$ cat src/rtl/fpu_dispatch_if.sv
// fpu_dispatch_if: op/operand/result handshakes and the external-unit request/response channels; slave = dispatcher view, master = environment view
interface fpu_dispatch_if #(parameter int W = 32) ();
  logic [3:0] op;
  logic [W-1:0] in1, in2, out, ext_a, ext_b, ext_z;
  logic in_stb, in_ack, out_stb, out_ack, exc_invalid, exc_timeout;
  logic [2:0] ext_op;
  logic ext_stb, ext_ack, ext_z_stb, ext_z_ack;
  modport slave (
    input op, in1, in2, in_stb, out_ack, ext_ack, ext_z, ext_z_stb,
    output in_ack, out, out_stb, exc_invalid, exc_timeout, ext_a, ext_b, ext_op, ext_stb, ext_z_ack
  );
  modport master (
    output op, in1, in2, in_stb, out_ack, ext_ack, ext_z, ext_z_stb,
    input in_ack, out, out_stb, exc_invalid, exc_timeout, ext_a, ext_b, ext_op, ext_stb, ext_z_ack
  );
endinterface

$ cat src/rtl/fpu_dispatch.sv
// fpu_dispatch: runs sign-inject/compare/min-max ops locally and forwards arithmetic/convert ops to an external unit; ports clk, rst, bus (fpu_dispatch_if.slave); FPU_DISPATCH_TIMEOUT_EN enables the external-wait watchdog
module fpu_dispatch #(
  parameter int EXP_W = 8,
  parameter int FRAC_W = 23,
  parameter int TIMEOUT = 1024
) (
  input logic clk,
  input logic rst,
  fpu_dispatch_if.slave bus
);
  localparam int W = 1 + EXP_W + FRAC_W;
  localparam logic [W-1:0] QNAN = {1'b0, {EXP_W{1'b1}}, 1'b1, {(FRAC_W-1){1'b0}}};
  typedef enum logic [1:0] {IDLE, EXT_REQ, EXT_WAIT, DONE} state_t;
  state_t state, state_n;
  logic [3:0] op_q;
  logic [W-1:0] a_q, b_q, res, int_res;
  logic inv, tmo, int_inv, xfer, is_ext, tmo_hit;
  logic sa, sb, nan_a, nan_b, snan_a, snan_b, any_nan, any_snan, zero, lt_t, eq, lt;
  logic [W-2:0] ma, mb;
  assign xfer = bus.in_stb & (state == IDLE);
  assign is_ext = bus.op < 4'd6;
`ifdef FPU_DISPATCH_TIMEOUT_EN
  localparam int CW = $clog2(TIMEOUT + 1);
  logic [CW-1:0] cnt;
  assign tmo_hit = (state == EXT_REQ || state == EXT_WAIT) && cnt == CW'(TIMEOUT - 1);
  always_ff @(posedge clk)
    if (rst || xfer) cnt <= '0;
    else if (state == EXT_REQ || state == EXT_WAIT) cnt <= cnt + 1'b1;
`else
  assign tmo_hit = 1'b0;
`endif
  assign sa = bus.in1[W-1];
  assign sb = bus.in2[W-1];
  assign ma = bus.in1[W-2:0];
  assign mb = bus.in2[W-2:0];
  assign nan_a = &bus.in1[W-2:FRAC_W] & |bus.in1[FRAC_W-1:0];
  assign nan_b = &bus.in2[W-2:FRAC_W] & |bus.in2[FRAC_W-1:0];
  assign snan_a = nan_a & ~bus.in1[FRAC_W-1];
  assign snan_b = nan_b & ~bus.in2[FRAC_W-1];
  assign any_nan = nan_a | nan_b;
  assign any_snan = snan_a | snan_b;
  assign zero = ~|ma & ~|mb;
  // total order with -0 below +0; compares mask the zero case, min/max keep it
  assign lt_t = (sa != sb) ? sa : (sa ? ma > mb : ma < mb);
  assign eq = (bus.in1 == bus.in2) | zero;
  assign lt = lt_t & ~zero;
  always_comb begin
    int_res = '0;
    int_inv = 1'b0;
    case (bus.op)
      4'd6: int_res = {sb, bus.in1[W-2:0]};
      4'd7: int_res = {~sb, bus.in1[W-2:0]};
      4'd11: int_res = {sa ^ sb, bus.in1[W-2:0]};
      4'd8: begin
        int_res = W'(eq & ~any_nan);
        int_inv = any_snan;
      end
      4'd9: begin
        int_res = W'(lt & ~any_nan);
        int_inv = any_nan;
      end
      4'd10: begin
        int_res = W'((lt | eq) & ~any_nan);
        int_inv = any_nan;
      end
      4'd12, 4'd13: begin
        int_res = (nan_a & nan_b) ? QNAN : nan_a ? bus.in2 : nan_b ? bus.in1 :
                  (lt_t ^ bus.op[0]) ? bus.in1 : bus.in2;
        int_inv = any_snan;
      end
      4'd14, 4'd15: int_inv = 1'b1;
      default: ;
    endcase
  end
  always_ff @(posedge clk)
    if (rst) begin
      state <= IDLE;
      res <= '0;
      inv <= 1'b0;
      tmo <= 1'b0;
    end else begin
      state <= state_n;
      if (xfer) begin
        op_q <= bus.op;
        a_q <= bus.in1;
        b_q <= bus.in2;
      end
      if (xfer && !is_ext) begin
        res <= int_res;
        inv <= int_inv;
        tmo <= 1'b0;
      end else if (state == EXT_WAIT && bus.ext_z_stb) begin
        res <= bus.ext_z;
        inv <= 1'b0;
        tmo <= 1'b0;
      end else if (tmo_hit) begin
        res <= QNAN;
        inv <= 1'b0;
        tmo <= 1'b1;
      end
    end
  always_comb begin
    state_n = state;
    case (state)
      IDLE: state_n = xfer ? (is_ext ? EXT_REQ : DONE) : IDLE;
      EXT_REQ: state_n = tmo_hit ? DONE : bus.ext_ack ? EXT_WAIT : EXT_REQ;
      EXT_WAIT: state_n = (bus.ext_z_stb || tmo_hit) ? DONE : EXT_WAIT;
      DONE: state_n = bus.out_ack ? IDLE : DONE;
    endcase
  end
  always_comb begin
    bus.in_ack = state == IDLE;
    bus.out_stb = state == DONE;
    bus.ext_stb = state == EXT_REQ;
    bus.ext_z_ack = (state == EXT_WAIT) & bus.ext_z_stb;
    bus.out = res;
    bus.exc_invalid = inv;
    bus.exc_timeout = tmo;
    bus.ext_a = a_q;
    // the external unit has no subtract, so fsub becomes fadd with in2 negated
    bus.ext_b = (op_q == 4'd1) ? {~b_q[W-1], b_q[W-2:0]} : b_q;
    bus.ext_op = (op_q == 4'd1) ? 3'd0 : op_q[2:0];
  end
endmodule

$ cat src/flat_wrapper.sv
// flat-port wrapper written by rule: the top's interface ports become plain ports
module fpu_dispatch_flat 
#(
  parameter int EXP_W = 8,
  parameter int FRAC_W = 23,
  parameter int TIMEOUT = 1024
)
  (clk, rst, bus_op, bus_in1, bus_in2, bus_in_stb, bus_out_ack, bus_ext_ack, bus_ext_z, bus_ext_z_stb, bus_in_ack, bus_out, bus_out_stb, bus_exc_invalid, bus_exc_timeout, bus_ext_a, bus_ext_b, bus_ext_op, bus_ext_stb, bus_ext_z_ack);
  fpu_dispatch_if #(.W(32)) bus_i ();
  input logic clk;
  input logic rst;
  input wire logic [$bits(bus_i.op)-1:0] bus_op;
  input wire logic [$bits(bus_i.in1)-1:0] bus_in1;
  input wire logic [$bits(bus_i.in2)-1:0] bus_in2;
  input wire logic [$bits(bus_i.in_stb)-1:0] bus_in_stb;
  input wire logic [$bits(bus_i.out_ack)-1:0] bus_out_ack;
  input wire logic [$bits(bus_i.ext_ack)-1:0] bus_ext_ack;
  input wire logic [$bits(bus_i.ext_z)-1:0] bus_ext_z;
  input wire logic [$bits(bus_i.ext_z_stb)-1:0] bus_ext_z_stb;
  output wire logic [$bits(bus_i.in_ack)-1:0] bus_in_ack;
  output wire logic [$bits(bus_i.out)-1:0] bus_out;
  output wire logic [$bits(bus_i.out_stb)-1:0] bus_out_stb;
  output wire logic [$bits(bus_i.exc_invalid)-1:0] bus_exc_invalid;
  output wire logic [$bits(bus_i.exc_timeout)-1:0] bus_exc_timeout;
  output wire logic [$bits(bus_i.ext_a)-1:0] bus_ext_a;
  output wire logic [$bits(bus_i.ext_b)-1:0] bus_ext_b;
  output wire logic [$bits(bus_i.ext_op)-1:0] bus_ext_op;
  output wire logic [$bits(bus_i.ext_stb)-1:0] bus_ext_stb;
  output wire logic [$bits(bus_i.ext_z_ack)-1:0] bus_ext_z_ack;
  assign bus_i.op = bus_op;
  assign bus_i.in1 = bus_in1;
  assign bus_i.in2 = bus_in2;
  assign bus_i.in_stb = bus_in_stb;
  assign bus_i.out_ack = bus_out_ack;
  assign bus_i.ext_ack = bus_ext_ack;
  assign bus_i.ext_z = bus_ext_z;
  assign bus_i.ext_z_stb = bus_ext_z_stb;
  assign bus_in_ack = bus_i.in_ack;
  assign bus_out = bus_i.out;
  assign bus_out_stb = bus_i.out_stb;
  assign bus_exc_invalid = bus_i.exc_invalid;
  assign bus_exc_timeout = bus_i.exc_timeout;
  assign bus_ext_a = bus_i.ext_a;
  assign bus_ext_b = bus_i.ext_b;
  assign bus_ext_op = bus_i.ext_op;
  assign bus_ext_stb = bus_i.ext_stb;
  assign bus_ext_z_ack = bus_i.ext_z_ack;
  fpu_dispatch #(.EXP_W(EXP_W), .FRAC_W(FRAC_W), .TIMEOUT(TIMEOUT)) u_core (.clk(clk), .rst(rst), .bus(bus_i));
endmodule
$ cat config.mk
export PLATFORM = sky130hd
export DESIGN_NAME = fpu_dispatch_flat
export DESIGN_NICKNAME = d
export VERILOG_FILES = /design/src/rtl/fpu_dispatch_if.sv /design/src/rtl/fpu_dispatch.sv /design/src/flat_wrapper.sv
export SDC_FILE = /design/constraint.sdc
export NUM_CORES = 1
export LEC_CHECK = 0
export CORE_MARGIN = 8
export CORE_UTILIZATION = 50
export CTS_BUF_LIST = sky130_fd_sc_hd__clkbuf_8
export DETAILED_ROUTE_END_ITERATION = 10
export PLACE_DENSITY = 0.89
export SLEW_MARGIN = 20
export SYNTH_ARGS = -nofsm -noshare
export SYNTH_HDL_FRONTEND = slang
export SYNTH_SLANG_ARGS = --single-unit
$ cat constraint.sdc
create_clock -name clk -period 12.4 [get_ports clk]
set_input_delay 2.48 -clock clk [delete_from_list [all_inputs] [get_ports clk]]
set_output_delay 2.48 -clock clk [all_outputs]
set_load 0.01 [all_outputs]
### After elaboration in Yosys (flattened, before gate mapping)

Cells that the tools add are included.

* magnitude comparators: 3
* equal/unequal tests: 16
* muxes and demuxes: 20
* bitwise operators: 25
* reduce and logical (&&, ||, !) cells: 18

Operators with widths (count)
* 32-bit two-way mux: 7
* 32-bit case mux with 7 select lines: 1
* 1-bit by 32-bit bitwise AND with 32-bit output: 2
* 31-bit OR reduction: 2
* 23-bit OR reduction: 2
* 32-bit bitwise AND: 1
* 32-bit equality test: 1
* 4-bit equality test (second input constant): 8
* 1-bit NOT with 32-bit output: 1
* 31-bit > comparator: 1
* 31-bit < comparator: 1
* 8-bit AND reduction: 2
* 1-bit bitwise AND: 9
* 4-bit by 3-bit equality test with 1-bit output (second input constant): 2
* 2-bit two-way mux: 4
* 2-bit case mux with 4 select lines: 1
* 1-bit NOT: 6
* 2-bit OR reduction: 3
* 1-bit two-way mux: 5
* 2-bit equality test (second input constant): 2
* 4-bit by 1-bit equality test with 1-bit output (second input constant): 1
* 4-bit by 3-bit < comparator with 1-bit output (second input constant): 1
* 1-bit bitwise OR: 4
* 1-bit zero test: 3
* 10 further kinds: 12

* register bits after elaboration: 103
* input port bits: 106
* output and inout port bits: 105

### Longest topological paths before layout

* depth in word-level cells: 10
* gate-level depth with buffers: 13

### Worst setup path before layout

Ideal clock, no wire load.

* path kind: input to register
* start point: input rst
* end point: register u_core.b_q[0], enable pin
* arrival time: 5739 ps
* required time: 11906 ps
* slack: 6167 ps
* stages: 3
* cell sequence: clkbuf_1 > buf_1 > nor2_1

* cells in the longest elaborated chain, start to end: 2

RTL lines
* start: declaration: RTL line flat_wrapper.sv:11 `input logic rst;`
* 1-bit NOT (no source line)
* 2-bit AND reduction (no source line)
* end signal: assignment: RTL line fpu_dispatch.sv:86 `b_q <= bus.in2;`
* end: declaration: RTL line fpu_dispatch.sv:16 `logic [W-1:0] a_q, b_q, res, int_res;`

No other way between the ends.
A chain may end at the register's enable or synchronous reset.

### Worst setup path after layout

* start point: input bus_ext_z_stb
* end point: output bus_ext_z_ack

* cells in the longest elaborated chain, start to end: 1

RTL lines
* start: declaration: RTL line flat_wrapper.sv:19 `input wire logic [$bits(bus_i.ext_z_stb)-1:0] bus_ext_z_stb;`
* 1-bit bitwise AND: RTL line fpu_dispatch.sv:115 `bus.ext_z_ack = (state == EXT_WAIT) & bus.ext_z_stb;`
* end: declaration: RTL line flat_wrapper.sv:29 `output wire logic [$bits(bus_i.ext_z_ack)-1:0] bus_ext_z_ack;`

No other way between the ends.

==> flow_metrics.tcl <==
set metrics [dict create \
    clock-root-buffer "clkbuf_8" \
    drtAntennaViolNets 0 \
    worstPathArrival_ns 3.94 \
    grt_max_degree 69 \
    synth_cell_types 57 \
    cts_num_sinks 103 \
    slowest_stage "clkdlybuf4s50_1" \
    fin_nets 872 \
    wl_per_cell_um 21.0 \
    gp_congestion 0.907 \
    worstPathCellList "clkdlybuf4s50_1 > nand3b_1 > buf_4 > inv_1 > clkdlybuf4s50_1" \
    yosysTopAreaCellShare 0.358 \
    yosysMostFrequentCell "edfxtp_1" \
    yosys.area.top_type "edfxtp_1" \
    grt_pass1_vias 5190 \
    area_growth_pct 37.3 \
    synth_area_leaders "edfxtp_1, dfxtp_1, ha_1, a211oi_2, nand2_1" \
    overflow 0 \
    setup_viol 0 \
    antenna_found_initial 0 \
    period_needed_ns 6.42 \
    port-buffer-count 209 \
    yosys_register_bits 103 \
    clk_pin_slew_ns 0.10 \
    required_ns 9.92 \
    slew_viol_final 0 \
    outcome "finished clean" \
    synth_area_mm2 0.00571 \
    syn_nets 708 \
    synthTopCellsByCount "edfxtp_1, nand2_1, nor2_1, o21ai_0, inv_1" \
    maxSlewHeadroom 0.301 \
    fin_ws_ns 5.98 \
    hold_viol 0 \
    first_iter_violations 467 \
    syn_area_per_cell_um2 9.99 \
    powerDensity_mw_per_mm2 110 \
    synth-edff-count 68 \
    cp_top_family "buffers and inverters" \
    ir_worst_vdd_v 0.0000582 \
    final_layout_size_suffix_gt1_frac 0.0689 \
    wl_um 18500 \
    vias 5219 \
    initial_core_util 0.506 \
    grt_first_pass_wirelength_um 28000 \
    finalCoreUtilization 0.695 \
    crit_top_cell "clkdlybuf4s50_1" \
    cts_tree "done" \
    vias_per_cell 5.91 \
    dieHeight_um 123 \
    p_leak_uw 0.00281 \
    path_class "in2out" \
    drt_pass1_iterations 5 \
    die_w_um 123 \
    h-tree-depth 3 \
    period_share 0.518 \
    coreArea_mm2 0.0113 \
    path_buf_inv 4 \
    async_flop_share 0 \
    post_cts_buffers 0 \
    numPlacedInstances 867 \
    worst_path_largest_cell_delay_ns 0.54 \
    cp-start-kind "primary input" \
    yosysSeqAreaShare 0.481 \
    netlist_instances 571 \
    rows 39 \
    dp_hpwl_um 13900 \
    min_path_type "reg2reg" \
    max_freq_mhz 156 \
    critical_path.max_fanout 36 \
    tightest_slew_ns 1.04 \
    clockBufferDepth 2 \
    fin_tns_setup_ns 0 \
    endpoint_kind "primary output" \
    rsz0062_at_grt "no" \
    post-place-ws_ns 5.97 \
    drc 0 \
    synth_top_flop_cell "edfxtp_1" \
    final_cell_count_no_fill 883 \
    cts_buffers 9 \
    dieArea_mm2 0.0151 \
    yosysWarnings 0 \
    clk_latency_ns 0.38 \
    cts-resized-gates 0 \
    skew_ns 0.00585 \
    ios 211 \
    diodes 0 \
    gr-usage-all-layers 0.237 \
    cap_violations 0 \
    power.total_uw 863 \
    cts_hold_buf 0 \
]
worst paths after layout:
| kind | slack (ns) | start | depth (start not counted) | to |
|---|---|---|---|---|
| max reg2reg | 9.44 | u_core.state[1]$_SDFF_PP0_ | 10 | u_core.bus.out[23]$_SDFFE_PP0P_ |
| min | 0.49 | u_core.bus.exc_invalid$_SDFFE_PP0P_ | 2 | u_core.bus.exc_invalid$_SDFFE_PP0P_ |
| min reg2reg | 0.49 | u_core.bus.exc_invalid$_SDFFE_PP0P_ | 2 | u_core.bus.exc_invalid$_SDFFE_PP0P_ |
| max | 5.98 | bus_ext_z_stb | 5 | bus_ext_z_ack |
placed cells by master (no fill, tap or decap), types with 2 or more instances in the layout:
cell type and n:
clkdlybuf4s50_1 208, edfxtp_1 68, nand2_1 65, nor2_1 46, o21ai_0 45, inv_1 38
dfxtp_1 35, ha_1 31, o31a_1 22, a21oi_1 20, a211oi_2 20, nor4_1 16
nand4_1 12, nand3_1 9, clkbuf_8 9, nor3_1 8, a311oi_1 7, and2_1 5
o211ai_1 5, buf_4 5, nor2b_1 4, xnor2_1 4, a21o_1 4, o22ai_1 4
nand3b_1 3, a211oi_1 3, o21a_1 3, and3_1 2, a21boi_0 2, a31oi_1 2
nor3b_1 2, inv_6 2, clkinvlp_4 2
where the power goes:
| group | switching [uW] | internal (uW) | leakage (uW) |
|---|---|---|---|
| clock network | 124 | 93.8 | 0.0000974 |
| registers | 13.5 | 396 | 0.000915 |
| logic | 121 | 115 | 0.00179 |
| total | 259 | 605 | 0.00281 |
per-stage QoR:
stage | area, um2 | hold slack (ns)
2_1_floorplan | 5710 | 0.488
3_3_place_gp | 7640 | 0.457
3_5_place_dp | 7640 | 0.483
4_1_cts | 7840 | 0.496
5_1_grt | 7840 | 0.508
6_report | 7840 | 0.493
sequential cells by signal, indices dropped and copies added, names as in the netlist:
| register | count |
|---|---|
| u_core.state | 2 |
| u_core.bus.exc_invalid | 1 |
| u_core.b_q | 32 |
| u_core.op_q | 4 |
| u_core.bus.ext_a | 32 |
| u_core.bus.out | 32 |
kinds of logic after synthesis:
logic type,synth area share
buf+inv,0.0901
compound gates,0.196
flops,0.481
other cells,0.000657
simple gates,0.159
fa+ha+maj,0.0680
xor+xnor,0.00614
routing by layer:
| metal | vias up | global-route usage | part of all wire |
|---|---|---|---|
| li1 | 2397 | - | - |
| met1 | 2497 | 0.286 | 0.38 |
| met2 | 289 | 0.405 | 0.49 |
| met3 | 36 | 0.0626 | 0.097 |
| met4 | 0 | 0.0731 | 0.024 |
| met5 | - | 0 | 0 |
tightest hold or removal path, cell delays in order (launching register included):
cell     delay [ns]
dfxtp_1        0.32
nand3_1        0.07
a21oi_1        0.06
layout make-up:
cell class / instances / area [um2]
Clock inverter: 7 / 71.3
Timing Repair Buffer: 214 / 2120
Fill cell: 838 / 3440
Multi-Input combinational cell: 370 / 2460
Clock buffer: 9 / 124
Inverter: 37 / 139
Tap cell: 143 / 179
Sequential cell: 103 / 2740
No activity file was read; power rests on OpenSTA's default activity.
